--- config.mk ---
export PLATFORM = sky130hd
export DESIGN_NAME = stride_counter
export DESIGN_NICKNAME = d
export VERILOG_FILES = /design/src/rtl/stride_counter.sv
export SDC_FILE = /design/constraint.sdc
export NUM_CORES = 1
export LEC_CHECK = 0
export ABC_CLOCK_PERIOD_IN_PS = 7660
export CORE_UTILIZATION = 36
export CTS_CLUSTER_DIAMETER = 100
export DETAILED_ROUTE_END_ITERATION = 12
export SYNTH_ARGS = -nofsm -noshare
export SYNTH_HDL_FRONTEND = slang
export SYNTH_SLANG_ARGS = --single-unit
--- constraint.sdc ---
create_clock -name clk -period 7.66 [get_ports clk]
set_input_delay 2.298 -clock clk [delete_from_list [all_inputs] [get_ports clk]]
set_output_delay 2.298 -clock clk [all_outputs]
set_load 0.005 [all_outputs]
--- src/rtl/stride_counter.sv ---
`default_nettype none
// ============================================================================
// Module   : stride_counter
// Brief    : Stride counter between runtime lo/hi bounds with wrap, saturate
//            and ping-pong boundary modes. Optional macro
//            STRIDE_CNT_ODD_LOCK_EN constrains the count to odd values.
// Revision : 1.0 - initial release
// ============================================================================
module stride_counter #(
  parameter int WIDTH  = 8,
  parameter int STEP_W = 4,
  parameter int START  = 1
) (
  input  logic              clk,
  input  logic              reset,
  input  logic              en_i,
  input  logic              load_i,
  input  logic [WIDTH-1:0]  load_val_i,
  input  logic [STEP_W-1:0] step_i,
  input  logic [WIDTH-1:0]  lo_i,
  input  logic [WIDTH-1:0]  hi_i,
  input  logic [1:0]        mode_i,
  output logic [WIDTH-1:0]  cnt_o,
  output logic              dir_o,
  output logic              wrap_o,
  output logic              sat_o,
  output logic              cfg_err_o
);

  localparam logic [0:0] c_up   = 1'b0;
  localparam logic [0:0] c_down = 1'b1;

  localparam logic [1:0] c_mode_wrap = 2'b00;
  localparam logic [1:0] c_mode_sat  = 2'b01;
  localparam logic [1:0] c_mode_pp   = 2'b10;

  logic [WIDTH-1:0]  w_lo;
  logic [WIDTH-1:0]  w_hi;
  logic [WIDTH-1:0]  w_load_val;
  logic [STEP_W-1:0] w_step;
  logic              w_cfg_err;

`ifdef STRIDE_CNT_ODD_LOCK_EN
  localparam logic [WIDTH-1:0] c_start = WIDTH'(START) | WIDTH'(1);

  // hi_i == 0 leaves no odd value in range, so it is always a config error
  always_comb begin
    w_lo       = lo_i | WIDTH'(1);
    w_load_val = load_val_i | WIDTH'(1);
    w_step     = step_i & ~STEP_W'(1);
    w_hi       = hi_i[0] ? hi_i : (hi_i - WIDTH'(1));
    w_cfg_err  = (lo_i > hi_i) || (hi_i == '0) || (w_lo > w_hi);
  end
`else
  localparam logic [WIDTH-1:0] c_start = WIDTH'(START);

  always_comb begin
    w_lo       = lo_i;
    w_load_val = load_val_i;
    w_step     = step_i;
    w_hi       = hi_i;
    w_cfg_err  = (lo_i > hi_i);
  end
`endif

  logic [WIDTH-1:0] cnt_q, cnt_d;
  logic [0:0]       dir_q, dir_d;
  logic             wrap_q, wrap_d;
  logic             sat_q, sat_d;

  logic [WIDTH:0]          w_step_ext;
  logic [WIDTH:0]          w_up;
  logic signed [WIDTH+1:0] w_dn;
  logic                    w_up_gt_hi;
  logic                    w_up_ge_hi;
  logic                    w_dn_le_lo;

  // Extra headroom bits keep the bound checks free of overflow and underflow
  always_comb begin
    w_step_ext = {{(WIDTH+1-STEP_W){1'b0}}, w_step};
    w_up       = {1'b0, cnt_q} + w_step_ext;
    w_dn       = signed'({2'b00, cnt_q}) - signed'({1'b0, w_step_ext});
    w_up_gt_hi = (w_up > {1'b0, w_hi});
    w_up_ge_hi = (w_up >= {1'b0, w_hi});
    w_dn_le_lo = (w_dn <= signed'({2'b00, w_lo}));
  end

  always_comb begin
    cnt_d  = cnt_q;
    dir_d  = dir_q;
    wrap_d = 1'b0;
    sat_d  = sat_q;
    if (load_i) begin
      cnt_d = w_load_val;
      dir_d = c_up;
      sat_d = 1'b0;
    end else if (!w_cfg_err && (mode_i != 2'b11)) begin
      if (mode_i != c_mode_pp) begin
        dir_d = c_up;
      end
      if (en_i) begin
        case (mode_i)
          c_mode_wrap: begin
            sat_d = 1'b0;
            if (w_up_gt_hi) begin
              cnt_d  = w_lo;
              wrap_d = 1'b1;
            end else begin
              cnt_d = w_up[WIDTH-1:0];
            end
          end
          c_mode_sat: begin
            if (w_up_gt_hi) begin
              cnt_d = w_hi;
              sat_d = 1'b1;
            end else begin
              cnt_d = w_up[WIDTH-1:0];
              sat_d = 1'b0;
            end
          end
          c_mode_pp: begin
            sat_d = 1'b0;
            // A zero stride only acts to pull an out-of-range count back to hi
            if (w_step == '0) begin
              if (w_up_gt_hi) begin
                cnt_d = w_hi;
                dir_d = c_down;
              end
            end else if (dir_q == c_up) begin
              if (w_up_ge_hi) begin
                cnt_d = w_hi;
                dir_d = c_down;
              end else begin
                cnt_d = w_up[WIDTH-1:0];
              end
            end else begin
              if (w_dn_le_lo) begin
                cnt_d  = w_lo;
                dir_d  = c_up;
                wrap_d = 1'b1;
              end else begin
                cnt_d = w_dn[WIDTH-1:0];
              end
            end
          end
          default: begin
            cnt_d = cnt_q;
          end
        endcase
      end
    end
  end

  always_ff @(posedge clk or posedge reset) begin
    if (reset) begin
      cnt_q  <= c_start;
      dir_q  <= c_up;
      wrap_q <= 1'b0;
      sat_q  <= 1'b0;
    end else begin
      cnt_q  <= cnt_d;
      dir_q  <= dir_d;
      wrap_q <= wrap_d;
      sat_q  <= sat_d;
    end
  end

  assign cnt_o     = cnt_q;
  assign dir_o     = dir_q;
  assign wrap_o    = wrap_q;
  assign sat_o     = sat_q;
  assign cfg_err_o = w_cfg_err;

endmodule
`default_nettype wire
==> results.md <==
- Status: finished, final reports clean
- Combinational power share: 0.759
- Final Max Slew Viols: 0
- Fmax: 145 MHz
- Router iterations before antenna repair: 5
- Placed Cells: 422
- Final WS setup: 782 ps
- Post-Synthesis Cell Area: 2480 um^2
- Area contributors post-synth: ha_1, dfrtp_1, a21oi_1
- Syn Area/Cell: 8.00 um^2
- First-pass GRT wire length: 12800 um
- Register Area: 277 um^2
- Cts bufs inserted: 3
- CTS HTree Levels: 1
- CP Class: primary input to primary output
- Vias in the first global route: 2458
- Num ports: 46
- CP Capture Type: primary output
- # fillers: 656
- Starting density of the core: 0.382
- Finished Layout Cells: 426
- Seq pwr share: 0.142
- Area Overhead vs Synth: 21.7%
- Residual DRC: 0
- Drt total wl: 8210 um
- CTS Hold Bufs: 0
- Startpoint Class: primary input
- Synth unique cells: 74
- Routed WL per cell: 19.3 um
- Area leader, netlist: ha_1
- Max-cap violations: 0
- CP Data Required Time: 5360 ps
- Die width: 85.0 um
- Sequential share of the synthesized area: 0.112
- Antenna diode instance count: 0
- Multi-input logic area: 2030 um^2
- Critical Path AT: 4580 ps
- Ys Warns: 0
- CTS sink count: 11
- DR vias: 2637
- Ys flop type: dfrtp_1
- Clk pin slew, worst setup/hold paths: 50 ps
- Root buffer cell: clkbuf_8
- Remaining global-route overflow: 0
- # rows: 29
- Vias per inst: 6.19
- Slew headroom: 0.536
- Final worst-path cycle share: 0.898
- Post-synth EDFFs: 0
- Initial DRC Count: 258
- Maximum vdd ir drop: 0.102 mV
- Internal power: 293 uW
- CTS tree: built
- All-Layer GR Usage: 0.229
- Syn Nets: 382
- Actual slew at the worst max-slew pin: 690 ps
- Area fraction of the dominant cell type after synthesis: 0.182
- Largest net degree at the start of global routing: 20
- Switching Share: 0.506
- Clk pwr share: 0.099
- Pre-CTS WS: 825 ps
- Clk_lat worst skew: 240 ps
- Layout cell share with drive strength beyond 1: 0.0831
- Initial antenna violation count: 0
- Post-CTS Setup Repair Bufs: 0
- Die Height: 85.0 um
- Nets: 422
- TNS Setup: 0 ps
- Clock Skew: 0.601 ps
- Crit-path max FO: 3
- Total die area: 7220 um^2
- HP Class: register to register
- Synth Instances: 310
- Synth async-reset ratio: 1.00
- Placer Congestion: 0.950
- Fin. Hold Viols: 0
- Final min period: 6880 ps
- Final ANT Viol Nets: 0
- Yosys reg bits: 11
- Port bufs: 45
- Leak: 0.00131 uW
- Clock buffer depth: 2
- HPWL after detailed placement: 6810 um
- RSZ-0062 raised after global routing: false
- Sw power: 301 uW
- Setup Viol. Count Final: 0
- Pwr per Cell Area: 197 nW/um^2
- Core Region: 6490 um^2
- Cts repair resizes: 0
-- path summary, 6_finish.rpt --
check | from | endpoint | slack, ps | cells past startpoint
min in group asynchronous | reset | wrap_o | 2360 | 2
min reg2reg | cnt_o[0] | cnt_o[0] | 510 | 2
max reg2reg | cnt_o[2] | cnt_o[1] | 3400 | 14
min | cnt_o[0] | cnt_o[0] | 510 | 2
max | hi_i[3] | cfg_err_o | 780 | 8
max in group asynchronous | reset | cnt_o[0] | 4960 | 2
-- synth_stat cells, drive strengths merged (5+ instances only) --
cell type,count
a21boi,5
a21o,10
a21oi,29
a22oi,8
a31oi,5
and3,5
buf,6
dfrtp,10
ha,36
inv,31
nand2,11
nand2b,6
nand3,12
nor2,12
nor3,9
o211ai,10
o21ai,21
o221a,5
or3,5
xnor2,5
xor2,6
-- power by group through the flow --
stage          Clock [uW]  Sequential [uW]  Combinational (uW)
3_5_place_dp            0             85.1                 441
5_1_grt              64.4             86.2                 491
3_3_place_gp            0             85.2                 438
4_1_cts              60.1             84.1                 443
2_1_floorplan           0             77.3                 319
6_report             59.0             84.1                 451
-- per-layer routing --
metal | track usage | part of all wire
met5 | 0 | 0
met4 | 0.0524 | 0.017
met3 | 0.0457 | 0.065
met2 | 0.380 | 0.47
met1 | 0.307 | 0.45
-- metrics by stage --
step | cell area (um^2) | total power, uW | hold WS (ps) | util
2_1_floorplan | 2480 | 396 | 498 | -
3_3_place_gp | 2970 | 523 | 509 | 0.458
3_5_place_dp | 2970 | 526 | 513 | 0.458
4_1_cts | 3020 | 588 | 521 | 0.465
5_1_grt | 3020 | 641 | 548 | 0.465
6_report | 3020 | 595 | 514 | 0.465
-- final cells by class --
| class | count | share of cell area |
|---|---|---|
| Inverter | 31 | 0.0386 |
| Tap cell | 77 | 0.0319 |
| Timing Repair Buffer | 45 | 0.149 |
| Sequential cell | 11 | 0.0916 |
| Clock buffer | 3 | 0.0137 |
| Multi-Input combinational cell | 258 | 0.673 |
| Clock inverter | 1 | 0.00166 |
-- kinds of logic after synthesis --
| group | share of synthesized area |
|---|---|
| xor gates and xnor gates | 0.0388 |
| AOI/OAI and AO/OA | 0.378 |
| muxes | 0.0151 |
| and+or+nand+nor | 0.189 |
| buffers and inverters | 0.0691 |
| adders and majority gates | 0.198 |
| DFF | 0.112 |
-- layout by cell type (no fill, tap or decap), types with 4 or more instances in the layout --
master | synthesis | layout
a31oi_1 | 5 | 5
nor2_1 | 11 | 11
nand2_1 | 10 | 10
ha_1 | 36 | 36
o21ai_1 | 5 | 5
inv_1 | 31 | 31
a21boi_0 | 5 | 5
o21a_1 | 4 | 4
nand3_1 | 12 | 12
nand2b_1 | 5 | 5
a21o_1 | 9 | 9
nor2b_1 | 4 | 4
xnor2_1 | 5 | 5
a22oi_1 | 8 | 8
o21ai_0 | 15 | 15
xor2_1 | 6 | 6
dfrtp_1 | 10 | 10
a21oi_1 | 27 | 27
nor3_1 | 8 | 8
clkdlybuf4s50_1 | 0 | 45
and3_1 | 5 | 5
o211ai_1 | 10 | 10
-- flip-flops by register name, summed over array words and instances, names as in the netlist --
name / cells
cnt_o: 8
dir_o: 1
sat_o: 1
wrap_o: 1
-- critical path, stage by stage --
cell,delay [ps]
clkdlybuf4s50_1,520
inv_1,110
ha_1,310
nand3_1,180
o21bai_1,230
a21o_1,180
a21oi_1,210
clkdlybuf4s50_1,540
Note: power is estimated with default switching activity, not from simulation.
